$ cat src/rtl/apb_master_bridge.sv
// APB requester: one command at a time through SETUP/ACCESS, with a range check
// on the word address and an ACCESS timeout so a stuck slave cannot hang the requester.
module apb_master_bridge #(
    parameter int ADDR_WIDTH     = 32,
    parameter int DATA_WIDTH     = 32,
    parameter int ADDR_LIMIT     = 32,
    parameter int TIMEOUT_CYCLES = 16
) (
    input  logic                  clock,
    input  logic                  reset,
    input  logic                  cmd_valid,
    output logic                  cmd_ready,
    input  logic                  cmd_write,
    input  logic [ADDR_WIDTH-1:0] cmd_address,
    input  logic [DATA_WIDTH-1:0] cmd_wdata,
    output logic                  rsp_valid,
    input  logic                  rsp_ready,
    output logic [DATA_WIDTH-1:0] rsp_rdata,
    output logic                  rsp_error,
    output logic                  select,
    output logic                  enable,
    output logic                  write_en,
    output logic [ADDR_WIDTH-1:0] address,
    output logic [DATA_WIDTH-1:0] write_data,
    input  logic                  ready,
    input  logic                  slave_error,
    input  logic [DATA_WIDTH-1:0] read_data
);

    typedef enum logic [1:0] {IDLE, SETUP, ACCESS, RESP} state_t;

    localparam logic [ADDR_WIDTH-1:0] LIMIT     = ADDR_WIDTH'(ADDR_LIMIT);
    localparam logic [7:0]            WAIT_LAST = 8'(TIMEOUT_CYCLES - 1);

    state_t                state, next_state;
    logic [7:0]            wait_count, wait_count_d;
    logic                  accept, in_range, timed_out;
    logic                  select_d, enable_d, write_en_d, cmd_ready_d;
    logic                  rsp_valid_d, rsp_error_d;
    logic [ADDR_WIDTH-1:0] address_d;
    logic [DATA_WIDTH-1:0] write_data_d, rsp_rdata_d;

    // cmd_ready is registered, so it is only ever high while in IDLE
    assign accept    = cmd_valid && cmd_ready;
    assign in_range  = cmd_address < LIMIT;
    assign timed_out = !ready && (wait_count == WAIT_LAST);

    always_ff @(posedge clock or negedge reset) begin
        if (!reset) begin
            state      <= IDLE;
            wait_count <= '0;
            select     <= 1'b0;
            enable     <= 1'b0;
            write_en   <= 1'b0;
            address    <= '0;
            write_data <= '0;
            cmd_ready  <= 1'b0;
            rsp_valid  <= 1'b0;
            rsp_error  <= 1'b0;
            rsp_rdata  <= '0;
        end else begin
            state      <= next_state;
            wait_count <= wait_count_d;
            select     <= select_d;
            enable     <= enable_d;
            write_en   <= write_en_d;
            address    <= address_d;
            write_data <= write_data_d;
            cmd_ready  <= cmd_ready_d;
            rsp_valid  <= rsp_valid_d;
            rsp_error  <= rsp_error_d;
            rsp_rdata  <= rsp_rdata_d;
        end
    end

    always_comb begin
        next_state = state;
        case (state)
            IDLE:    if (accept) next_state = in_range ? SETUP : RESP;
            SETUP:   next_state = ACCESS;
            ACCESS:  if (ready || timed_out) next_state = RESP;
            RESP:    if (rsp_ready) next_state = IDLE;
            default: next_state = IDLE;
        endcase
    end

    // Outputs are registered from the next state so they line up with it.
    always_comb begin
        select_d     = (next_state == SETUP) || (next_state == ACCESS);
        enable_d     = (next_state == ACCESS);
        cmd_ready_d  = (next_state == IDLE);
        rsp_valid_d  = (next_state == RESP);
        write_en_d   = write_en;
        address_d    = address;
        write_data_d = write_data;
        rsp_error_d  = rsp_error;
        rsp_rdata_d  = rsp_rdata;
        wait_count_d = '0;
        case (state)
            IDLE: begin
                if (accept) begin
                    if (in_range) begin
                        write_en_d   = cmd_write;
                        address_d    = cmd_address;
                        write_data_d = cmd_write ? cmd_wdata : '0;
                    end else begin
                        rsp_error_d = 1'b1;
                        rsp_rdata_d = '0;
                    end
                end
            end
            ACCESS: begin
                if (ready) begin
                    rsp_error_d = slave_error;
                    rsp_rdata_d = write_en ? '0 : read_data;
                end else if (timed_out) begin
                    rsp_error_d = 1'b1;
                    rsp_rdata_d = '0;
                end else begin
                    wait_count_d = wait_count + 8'd1;
                end
            end
            RESP: begin
                if (rsp_ready) begin
                    rsp_error_d = 1'b0;
                    rsp_rdata_d = '0;
                end
            end
            default: ;
        endcase
    end

endmodule

$ cat config.mk
export PLATFORM = sky130hd
export DESIGN_NAME = apb_master_bridge
export DESIGN_NICKNAME = d
export VERILOG_FILES = /design/src/rtl/apb_master_bridge.sv
export SDC_FILE = /design/constraint.sdc
export NUM_CORES = 1
export LEC_CHECK = 0
export ABC_AREA = 1
export CORE_MARGIN = 2
export CORE_UTILIZATION = 42
export CTS_BUF_LIST = sky130_fd_sc_hd__clkbuf_8 sky130_fd_sc_hd__clkbuf_16
export DETAILED_ROUTE_END_ITERATION = 10
export PLACE_DENSITY = 0.93
export SETUP_SLACK_MARGIN = 0.15
export SYNTH_ARGS = -nofsm -noshare
export SYNTH_HDL_FRONTEND = slang
export SYNTH_SLANG_ARGS = --single-unit
export TNS_END_PERCENT = 5
$ cat constraint.sdc
create_clock -name clock -period 1.85 [get_ports clock]
set_input_delay 0.555 -clock clock [delete_from_list [all_inputs] [get_ports clock]]
set_output_delay 0.555 -clock clock [all_outputs]
set_load 0.01 [all_outputs]
# Word level (Yosys, flattened, before mapping)
# Index checks and enable logic that the tools add are counted.
dict set report word_totals {
  latch_bits 0
  mem_bits_rw 0
  register_bits 112
  rom_bits 0
  output_inout_bits 102
  word_cells 56
  memories 0
}
dict set report op_classes {
  n_eq_ne 11
  shift 0
  n_addsub 1
  muxes 22
  mul 0
  n_div 0
  bitwise 0
  n_reduce_logical 10
  magnitude_cmp 1
}
# cell n
set ops {}
lappend ops {{32-bit 2-to-1 mux} 7}
lappend ops {{32-bit one-hot mux with 3 select lines} 1}
lappend ops {{32-bit by 6-bit less-than comparator with 1-bit output (second input constant)} 1}
lappend ops {{8-bit 2-to-1 mux} 3}
lappend ops {{8-bit by 1-bit adder with 8-bit output (second input constant)} 1}
lappend ops {{2-bit == test (second input constant)} 4}
lappend ops {{8-bit by 4-bit == test with 1-bit output (second input constant)} 1}
lappend ops {{2-bit 2-to-1 mux} 4}
lappend ops {{2-bit one-hot mux with 4 select lines} 1}
lappend ops {{2-bit != test (second input constant)} 3}
lappend ops {{1-bit 2-to-1 mux} 5}
lappend ops {{5-bit AND reduction} 1}
lappend ops {{2-bit by 1-bit == test with 1-bit output (second input constant)} 2}
lappend ops {{2-bit logical NOT} 2}
lappend ops {{3-bit != test (second input constant)} 1}
lappend ops {{1-bit one-hot mux with 3 select lines} 1}
lappend ops {{3-bit AND reduction} 1}
lappend ops {{3-bit nonzero test} 1}
lappend ops {{1-bit logical AND} 2}
lappend ops {{1-bit logical OR} 2}
lappend ops {{1-bit logical NOT} 1}

# Logic depth before layout (Yosys ltp)
# Gate-level depths: netlist of the first run.
dict set report logic_depth {
  word_depth 7
  depth_mapped 12
}

# Least setup slack after synthesis of the first run
# No wires, ideal clock.
dict set report synth_timing {
  path_type {in2reg}
  from {in cmd_address[25]}
  to {reg write_data[17]}
  path_slack_ps 258
  cell_stages 11
  t_arrival_ps 1475
  cell_sequence {nor2_1 and2_1 nand2_1 nor2_1 nand2_1 nor2_2 inv_2 buf_4 buf_6 nand2_1 nand2_1}
}
dict set report synth_via {
  elab_chain_cells 2
}
# item line
set synth_rtl {}
lappend synth_rtl {{from (decl)} 14} ;# input logic [ADDR_WIDTH-1:0] cmd_address,
lappend synth_rtl {{32-bit by 6-bit less-than comparator with 1-bit output} 45} ;# assign in_range = cmd_address < LIMIT;
lappend synth_rtl {{3-bit AND reduction (no line)} -}
lappend synth_rtl {{to (signal assigned)} 68} ;# write_data <= write_data_d;
lappend synth_rtl {{to (decl)} 24} ;# output logic [DATA_WIDTH-1:0] write_data,
# No other way between the ends.
# A chain may end at the register's enable or synchronous reset.

# Worst setup path after layout of the first run
dict set report layout_timing {
  from {reg wait_count[0]}
  to {reg select}
}
dict set report layout_via {
  elab_chain_cells 7
}
# item line
set layout_rtl {}
lappend layout_rtl {{from (decl)} 36} ;# logic [7:0] wait_count, wait_count_d;
lappend layout_rtl {{from (signal assigned)} 63} ;# wait_count <= wait_count_d;
lappend layout_rtl {{8-bit by 4-bit == test with 1-bit output (*)} 46} ;# assign timed_out = !ready && (wait_count == WAIT_LAST);
lappend layout_rtl {{1-bit logical AND (*)} 46}
lappend layout_rtl {{1-bit logical OR (*)} 81} ;# ACCESS: if (ready || timed_out) next_state = RESP;
lappend layout_rtl {{2-bit 2-to-1 mux (*)} 81}
lappend layout_rtl {{2-bit one-hot mux with 4 select lines (*)} 78} ;# case (state)
lappend layout_rtl {{net next_state[0]} 35} ;# state_t state, next_state;
lappend layout_rtl {{2-bit by 1-bit == test with 1-bit output / 2-bit == test (equally long branches)} 89} ;# select_d = (next_state == SETUP) || (next_state == ACCESS);
lappend layout_rtl {{1-bit logical OR (*)} 89}
lappend layout_rtl {{net select_d} 38} ;# logic select_d, enable_d, write_en_d, cmd_ready_d;
lappend layout_rtl {{to (signal assigned)} 64} ;# select <= select_d;
lappend layout_rtl {{to (decl)} 20} ;# output logic select,
# Mark *: on every way through the listed nets, which the timed path passes. The rest lies on a longest branch.

==> results by group, run 1 <==
Synth
  – Syn Nets: slightly above 600
  – Unique masters post-synth: 18
  – Post-synth top area cell: dfrtp_1
  – Largest cells by area after synthesis: dfrtp_1 62%, nand2_1 17%, inv_1 4.8%
  – Synth Instances: between 500 and 600
  – Syn Area/Cell: 8.83 sq um
  – Netlist Area Pre-Place: 4510 sq um
  – Synth warnings: 0
  – Post-synthesis sequential area ratio: ~62%
  – Post-synth top area share: between 60% and 70%
  – Count of state elements after synthesis: about 110

Die
  – I/O pin cnt: 205
  – Placeable Area: about 10,000 sq um
  – Chip width: around 110 microns
  – Die Y: between 100 and 150 microns
  – Die Footprint: between 10,000 and 15,000 sq um
  – FP Rows: 37
  – Starting Density: between 40% and 50%

STA
  – Final Critical Period: roughly 1.7 ns
  – Tcrit/Tclk final: between 90% and 100%
  – Slew @ Worst Pin: between 0.5 and 0.6 ns
  – F_max: around 600 MHz
  – Fin. max-slew vios: 0
  – RSZ-0062 raised after global routing: true
  – Layout Skew: around 0.013 ns
  – Hold Vio Cnt, Final: 0
  – Setup-failing EPs final: 0
  – Worst slew margin: between 60% and 70%

Placed design
  – Final HPWL DP: 8710 microns
  – IO Port Bufs: 204
  – Gpl congestion: ~0.77

Global routing
  – Vias in the first global route: between 4,000 and 5,000
  – Total grt overflow: 0
  – Initial antenna violation count: 0
  – GRT Total Usage: approximately a fifth
  – First-pass GRT wire length: 18,800 microns
  – Largest net degree at the start of global routing: 113

Worst setup path
  – Slowest stage delay, CP: roughly 0.38 ns
  – Critical Path Slowest Stage Cell: dfrtp_1
  – R2R depth: 9
  – Critical Path, Cell by Cell: ha_2 > nand2_1 > nor2_2 > nand3_1 > nand2_1 > nand2_2 > a21oi_2 > inv_2 > ha_1
  – Worst r2r src: wait_count[0]
  – CP most frequent cell: nand2_1
  – CP endpoint kind: flop
  – Critical path class: reg2reg
  – Critical path arrival: about 1.9 ns
  – Worst path required time: 2.10 ns
  – Reg-to-Reg End: select
  – Flop-to-flop setup slack: 0.18 ns
  – Setup crit start kind: flop
  – CP Max Fanout: 3

Finish
  – Nets: around 830
  – Util after Layout: between 60% and 70%
  – Fraction of layout cells with a size suffix above 1: between 10% and 20%
  – Area growth syn-to-layout: 56.9%
  – # fillers: between 800 and 900
  – Ant. Diodes: 0

Clock tree
  – Worst skew pair latency: ~0.38 ns
  – Clock buffer depth: 2
  – CTS Buf Count: 9
  – Clock Root Buffer: clkbuf_8
  – CTS tree: done
  – Worst-path clk slew: 0.10 ns
  – H-tree depth: 3
  – Clk sinks: ~110
  – Post-CTS Hold Fix Bufs: 0

Run
  – Total of max-cap violations: 0

Drt
  – Initial DRT Pass Iterations: 4
  – Residual DRC count: 0
  – Via density: 4.71
  – Routed WL: between 10,000 and 15,000 microns
  – Post-route ant nets: 0
  – Via count: 4,078
  – Routed length per instance: approximately 15 microns
  – Iter 0 DRT Violations: 196

Pwr
  – Tot Pwr: 6600 uW
  – Worst VDD drop: ~0.62 mV
  – Static leakage: 0.00400 uW
  – PD cells: between 900 and 1000 nW/um^2

Outcome
  – Status: complete, no violations

Worst hold path
  – Hold WC Path Type: in2async
-- cells in the mapped netlist --
library cell	count
clkbuf_1	4
a21oi_1	5
nor2_1	51
inv_2	1
nand2_2	7
nand3_1	36
buf_6	8
dfrtp_1	112
and2_1	1
nand2_1	203
nor2_2	4
o21a_1	1
buf_4	4
nor3_1	3
inv_1	58
buf_2	5
ha_1	4
o21ai_0	4
-- worst max-delay path: cells and delay by family (launching register included) --
family	cells	cell delay, ns
adders and majority gates	2	0.48
AOI/OAI and AO/OA	1	0.15
buffers and inverters	1	0.07
DFF	1	0.38
and+or+nand+nor	5	0.47
-- what timing repair did --
action,4_1_cts,5_1_grt
resized for setup,124,34
pin swaps,22,32
cloned,0,5
endpoints found under the setup margin,202,102
buffers inserted,0,3
-- layer usage --
layer  vias to the layer above  share of wire [%]  track usage, %
met1                      1936                 39            24.2
met5                         -                  0               0
met2                       161                 51            35.5
met4                         0                2.5            7.42
li1                       1954                  -               -
met3                        27                8.0            6.66
-- state kept, by name, indices dropped and copies added (netlist names), 2 cells and up --
name        cells
address        32
rsp_rdata      32
state           2
wait_count      8
write_data     32
-- through the flow --
step / worst slack, ns / area (sq um) / cells / hold slack, ns / setup TNS, ns
finish: 0.183 / 7080 / 866 / 0.228 / 0
global route: 0.0882 / 7080 / 866 / 0.270 / 0
global placement: -0.281 / 6740 / 842 / 0.439 / -20.79
floorplan: 0.258 / 4510 / 511 / 0.259 / 0
detailed placement: -0.376 / 6740 / 842 / 0.447 / -31.06
CTS: 0.0778 / 6840 / 858 / 0.271 / 0
-- worst max path at each step --
stage                    start             end  slack [ns]  cells after the start
5_1_grt          wait_count[0]   rsp_rdata[26]        0.09                     11
2_1_floorplan  cmd_address[25]  write_data[17]        0.26                     11
6_report         wait_count[0]          select        0.18                      9
3_5_place_dp   cmd_address[16]   write_data[9]       -0.38                     11
4_1_cts        cmd_address[20]   write_data[9]        0.08                     11
3_3_place_gp   cmd_address[14]   write_data[9]       -0.28                     11
-- final cells by class --
type	instances	area [sq um]	share of cell area, %
clock inverters	7	88.8	1.25
repair buffers	224	2230	31.5
clock buffers	9	124	1.75
inverters	59	221	3.13
well taps	136	170	2.40
flip-flops and latches	112	2800	39.6
multi-input cells	319	1440	20.3
-- where the power goes --
| part | switching (uW) | internal, uW |
|---|---|---|
| Sequential | 212 | 2840 |
| Clock | 854 | 652 |
| Combinational | 1110 | 926 |
| Total | 2180 | 4420 |
-- cell usage in the layout (no fill, tap or decap), types with 2 or more instances in the layout --
master / netlist / layout
nand2_1: 203 / 201
dlygate4sd2_1: 0 / 113
dfrtp_1: 112 / 112
clkdlybuf4s50_1: 0 / 75
inv_1: 58 / 56
nor2_1: 51 / 48
nand3_1: 36 / 21
nand3_2: 0 / 15
dlymetal6s2s_1: 0 / 15
nand2_2: 7 / 9
clkbuf_8: 0 / 9
buf_4: 4 / 7
buf_12: 0 / 6
nor2_2: 4 / 5
buf_6: 8 / 5
o21ai_0: 4 / 4
a21oi_1: 5 / 4
inv_2: 1 / 3
ha_2: 0 / 3
clkbuf_16: 0 / 3
nor3_1: 3 / 2
nor2_4: 0 / 2
inv_6: 0 / 2
clkinv_4: 0 / 2
-- cells by family (layout without fill, tap and decap cells) --
logic type               Yosys count  after routing  share of synthesized area [%]
AO/OA/AOI/OAI                     10             10                           1.17
adder cells (fa/ha/maj)            4              4                           1.11
buffers and inverters             80            299                           8.46
AND/OR/NAND/NOR                  305            305                           27.1
flip-flops                       112            112                           62.1
No activity file was read; power rests on OpenSTA's default activity.
==> run 2: changes to the inputs <==
--- a/config.mk
+++ b/config.mk
@@ -6,7 +6,6 @@
 export NUM_CORES = 1
 export LEC_CHECK = 0
 export ABC_AREA = 1
-export CORE_MARGIN = 2
 export CORE_UTILIZATION = 42
 export CTS_BUF_LIST = sky130_fd_sc_hd__clkbuf_8 sky130_fd_sc_hd__clkbuf_16
 export DETAILED_ROUTE_END_ITERATION = 10
==> results by group, run 2 (synthesis gave the netlist of run 1 again) <==
Worst setup path
  – Top delay family on crit path: buffers and inverters
  – Worst path required time: about 2.1 ns
  – CP Max Fanout: 7
  – Setup crit start kind: input pin
  – Critical path class: in2reg
  – Critical Path, Cell by Cell: clkdlybuf4s50_1 > nand2_1 > nor2_1 > inv_1 > nor2_4 > clkinv_4 > clkbuf_16 > nand2_2 > nand2_1
  – Critical path arrival: just under 2 ns
  – CP endpoint kind: flop
  – Slowest stage delay, CP: about 0.47 ns
  – Critical Path Slowest Stage Cell: clkdlybuf4s50_1
  – Crit path buffers/inverters: 4
  – CP most frequent cell: nand2_1

Clock tree
  – Worst skew pair latency: 0.37 ns
  – CTS tree: done
  – H-tree depth: 3
  – CTS Buf Count: 9
  – Worst-path clk slew: 0.10 ns
  – Clk sinks: 112
  – Clock Root Buffer: clkbuf_8
  – Clock buffer depth: 2

Global routing
  – M2 GR Usage: between 30 and 40%
  – Initial antenna violation count: 0
  – Largest net degree at the start of global routing: roughly 110
  – Total grt overflow: 0
  – GRT Total Usage: between 20 and 25%
  – Met1 Track Usage GR: a little under a quarter
  – Vias in the first global route: roughly 3,900
  – Gr busiest metal: met2
  – Met3 Use GR: under 10%
  – First-pass GRT wire length: between 15,000 and 20,000 microns

STA
  – Tcrit/Tclk final: 93.1%
  – F_max: 581 MHz
  – Setup-failing EPs final: 0
  – Hold Vio Cnt, Final: 0
  – Final setup margin: between 0.1 and 0.15 ns
  – Worst slew margin: 62.8%
  – Final Critical Period: between 1.5 and 2 ns
  – RSZ-0062 raised after global routing: true
  – Fin. max-slew vios: 0
  – Slew @ Worst Pin: between 0.5 and 0.6 ns
  – Layout Skew: ~0.013 ns

Finish
  – Fraction of layout cells with a size suffix above 1: 11.6%
  – Nets: roughly 840
  – Area growth syn-to-layout: 59.4%
  – Most common cell after layout, fill and taps aside: nand2_1
  – Largest regs: address: 32 flops, rsp_rdata: 32 flops, write_data: 32 flops
  – # fillers: around 800
  – Ant. Diodes: 0
  – Commonest non-fill, non-tap cells in the layout: 190 x nand2_1, 112 x dfrtp_1, 102 x dlygate4sd2_1, 74 x clkdlybuf4s50_1, 57 x inv_1

Drt
  – Routed length per instance: around 15 microns
  – Initial DRT Pass Iterations: 6
  – Post-route ant nets: 0
  – Residual DRC count: 0
  – Via count: roughly 4,100
  – Routed WL: about 13,000 microns
  – Via density: around 4.7
  – Iter 0 DRT Violations: ~260

Die
  – Placeable Area: roughly 10,000 sq um
  – Chip width: about 110 microns
  – Die Footprint: between 10,000 and 15,000 sq um
  – Die Y: approximately 110 microns
  – FP Rows: 37
  – Starting Density: between 40% and 50%
  – I/O pin cnt: slightly above 200

Worst hold path
  – Hold WC Path Type: in2async

Pwr
  – Switching power: 2150 uW
  – Worst VDD drop: ~0.66 mV
  – Pint: roughly 4300 uW
  – Logic gate share of total power: between 30% and 40%
  – Flop pwr share: 47.5%
  – Clk pwr share: a little over a fifth
  – Static leakage: 0.00415 uW
  – PD cells: a little under 900 nW/um^2
  – Tot Pwr: 6430 uW
  – Sw frac: roughly 33%

Placed design
  – Place WS: -0.302 ns
  – IO Port Bufs: ~200
  – Gpl congestion: approximately 0.8
  – Final HPWL DP: between 8000 and 9000 microns

Run
  – Total of max-cap violations: 0

Outcome
  – Status: complete, no violations
-- run 2: cell types whose count changed in the layout (fill, tap and decap cells not counted), moves of 6 or more --
cell            delta
nand2_2           +11
dlymetal6s2s_1    +12
nand3_1            +8
nor2_2             +6
nand3_2            -8
dlygate4sd2_1     -11
nand2_1           -11
nor2_1             -6
-- run 2: cell type report --
| class | count | area (sq um) | area share, % |
|---|---|---|---|
| Timing Repair Buffer | 227 | 2370 | 33.0 |
| Inverter | 59 | 226 | 3.15 |
| Clock inverter | 7 | 61.3 | 0.852 |
| Clock buffer | 9 | 124 | 1.72 |
| Sequential cell | 112 | 2800 | 39.0 |
| Multi-Input combinational cell | 319 | 1440 | 20.0 |
| Tap cell | 136 | 170 | 2.37 |
-- run 2: worst paths after layout --
| check | from | to | slack [ns] | cells after the start |
|---|---|---|---|---|
| setup / recovery | cmd_valid | address[4] | 0.13 | 9 |
| hold / removal | reset | rsp_rdata[31] | 0.27 | 2 |
| setup reg to reg | state[0] | address[4] | 0.18 | 9 |
| hold reg to reg | wait_count[7] | wait_count[7] | 0.47 | 1 |
| max in group asynchronous | reset | rsp_rdata[15] | 1.18 | 2 |
| min in group clock | wait_count[7] | wait_count[7] | 0.47 | 1 |
-- run 2: power by group through the flow --
stage / clock [uW] / sequential [uW] / combinational [uW]
after detailed placement: 0 / 3120 / 2240
after global placement: 0 / 3090 / 2170
after floorplan: 0 / 3280 / 825
after global routing: 1500 / 3110 / 2200
after CTS: 1420 / 3060 / 2010
final: 1370 / 3050 / 2010
-- run 2: repair_timing --
| item | in CTS | in global routing |
|---|---|---|
| endpoints found under the hold margin | 0 | 0 |
| setup endpoints to repair | 155 | 102 |
| pin swaps | 1 | 22 |
| hold buffers | 0 | 0 |
| gates cloned | 0 | 10 |
| buffers inserted | 0 | 3 |
| resized for setup | 111 | 55 |
-- run 2: metal layers --
layer | vias to the layer above | part of all wire, %
li1 | 1958 | -
met1 | 1953 | 39
met2 | 165 | 52
met3 | 23 | 6.8
met4 | 0 | 2.0
met5 | - | 0
-- run 2: per-stage QoR --
step | TNS [ns] | util, % | hold WS, ns | instances | cell area [sq um]
after detailed placement | -24.09 | 64.8 | 0.457 | 840 | 6720
after CTS | 0 | 65.7 | 0.274 | 856 | 6820
after global placement | -19.19 | 64.8 | 0.439 | 840 | 6720
final | 0 | 69.4 | 0.267 | 869 | 7190
after floorplan | 0 | - | 0.259 | 511 | 4510
after global routing | 0 | 69.4 | 0.276 | 869 | 7190
==> run 3: changes to the inputs <==
--- a/config.mk
+++ b/config.mk
@@ -10,7 +10,7 @@
 export CTS_BUF_LIST = sky130_fd_sc_hd__clkbuf_8 sky130_fd_sc_hd__clkbuf_16
 export DETAILED_ROUTE_END_ITERATION = 10
 export PLACE_DENSITY = 0.93
-export SETUP_SLACK_MARGIN = 0.15
+export SETUP_SLACK_MARGIN = 0.1
 export SYNTH_ARGS = -nofsm -noshare
 export SYNTH_HDL_FRONTEND = slang
 export SYNTH_SLANG_ARGS = --single-unit
==> results by group, run 3 (synthesis gave the netlist of run 1 again) <==
Die
  – I/O pin cnt: 205
  – Die Y: approximately 110 microns
  – Die Footprint: roughly 11,000 sq um
  – Chip width: approximately 110 microns
  – Placeable Area: 10,400 sq um
  – FP Rows: 37
  – Starting Density: a little over two fifths

Run
  – Total of max-cap violations: 0

Clock tree
  – Clock Root Buffer: clkbuf_8
  – Clock buffer depth: 2
  – CTS Buf Count: 9
  – CTS tree: done
  – Worst-path clk slew: 0.11 ns
  – H-tree depth: 3
  – Clk sinks: about 110
  – Worst skew pair latency: 0.36 ns

Global routing
  – Largest net degree at the start of global routing: about 110
  – First-pass GRT wire length: 17,800 microns
  – Total grt overflow: 0
  – GRT Total Usage: about 20%
  – Initial antenna violation count: 0
  – Vias in the first global route: around 3,900

Drt
  – Initial DRT Pass Iterations: 4
  – Routed length per instance: between 10 and 15 microns
  – Residual DRC count: 0
  – Via density: about 4.6
  – Via count: approximately 4,000
  – Iter 0 DRT Violations: 229
  – Routed WL: around 12,000 microns
  – Post-route ant nets: 0

Finish
  – Commonest non-fill, non-tap cells in the layout: 202 x nand2_1, 112 x dfrtp_1, 102 x dlygate4sd2_1, 79 x clkdlybuf4s50_1, 58 x inv_1
  – Nets: 828
  – Largest regs: address: 32 flops, rsp_rdata: 32 flops, write_data: 32 flops
  – Most common cell after layout, fill and taps aside: nand2_1
  – Area growth syn-to-layout: 55.0%
  – Design area: 6990 sq um
  – Fraction of layout cells with a size suffix above 1: between 7 and 8%
  – Ant. Diodes: 0

Worst setup path
  – CP endpoint kind: flop
  – CP Max Fanout: 6
  – Setup crit start kind: input pin
  – Worst path required time: 2.15 ns
  – Critical path class: in2reg
  – Critical path arrival: slightly below 2 ns

Placed design
  – Final HPWL DP: just over 8000 microns
  – IO Port Bufs: 204
  – Gpl congestion: around 0.82
  – Place WS: -0.302 ns
  – Placed Area: 6720 sq um

Pwr
  – Worst VDD drop: approximately 0.66 mV
  – PD cells: 918 nW/um^2
  – Static leakage: just over 0.004 uW
  – Tot Pwr: approximately 6400 uW

STA
  – Slew @ Worst Pin: 0.578 ns
  – Setup TNS: 0 ns
  – Final setup margin: 0.172 ns
  – F_max: between 500 and 600 MHz
  – RSZ-0062 raised after global routing: true
  – Layout Skew: 0.0102 ns
  – Setup-failing EPs final: 0
  – Tcrit/Tclk final: between 90% and 100%
  – Worst slew margin: between 60% and 70%
  – Fin. max-slew vios: 0
  – Final Critical Period: approximately 1.7 ns
  – Hold Vio Cnt, Final: 0

Worst hold path
  – Hold WC Path Type: in2async

Outcome
  – Status: complete, no violations
[run 3: changes by cell type in the layout (fill, tap and decap cells not counted), moves of 2 or more]
cell	delta
buf_6	-2
clkbuf_16	-2
clkdlybuf4s50_1	+5
dlymetal6s2s_1	-5
nand2_1	+12
nand2_2	-12
nor2_1	+7
nor2_2	-6
[run 3: critical path: stages]
cell             delay, ns
clkdlybuf4s50_1       0.48
nand2_1               0.09
nor2_1                0.15
inv_1                 0.10
nor2_4                0.15
buf_6                 0.16
clkbuf_16             0.16
nand3_2               0.07
nand2_1               0.07
[run 3: path summary, 6_finish.rpt]
path	startpoint	endpoint	slack, ns	cells after the start
setup / recovery	cmd_valid	write_data[8]	0.17	9
hold / removal	reset	rsp_rdata[31]	0.25	2
setup reg to reg	wait_count[0]	rsp_rdata[22]	0.18	11
hold reg to reg	rsp_rdata[24]	rsp_rdata[24]	0.47	2
max in group asynchronous	reset	rsp_rdata[15]	1.16	2
min in group clock	rsp_rdata[24]	rsp_rdata[24]	0.47	2
[run 3: routing by layer]
| metal | GRT usage [%] | vias up | part of all wire (%) |
|---|---|---|---|
| li1 | - | 1944 | - |
| met1 | 23.5 | 1900 | 40 |
| met2 | 35.7 | 132 | 51 |
| met3 | 5.38 | 19 | 6.4 |
| met4 | 6.85 | 0 | 1.9 |
| met5 | 0 | - | 0 |
[run 3: per-stage QoR]
step,instances,hold slack [ns],utilization (%)
2_1_floorplan,511,0.259,-
3_3_place_gp,840,0.439,64.8
3_5_place_dp,840,0.457,64.8
4_1_cts,856,0.274,65.4
5_1_grt,862,0.276,67.4
6_report,862,0.251,67.4
[run 3: area by class of cell]
cell class,count,area (sq um)
Clock inverter,7,61.3
Clock buffer,9,124
Timing Repair Buffer,220,2220
Fill cell,797,3380
Inverter,59,221
Tap cell,136,170
Sequential cell,112,2800
Multi-Input combinational cell,319,1390
[run 3: timing repair]
item | CTS | global route
hold buffers | 0 | 0
pin swaps | 0 | 22
gates resized for setup | 102 | 35
cloned | 0 | 4
setup endpoints to repair | 103 | 100
buffers inserted | 0 | 2
[run 3: power breakdown]
group / leakage, uW / switching, uW / internal (uW)
clock: 0.0000940 / 863 / 520
combinational: 0.00255 / 1070 / 911
sequential: 0.00138 / 210 / 2840
total: 0.00403 / 2150 / 4270
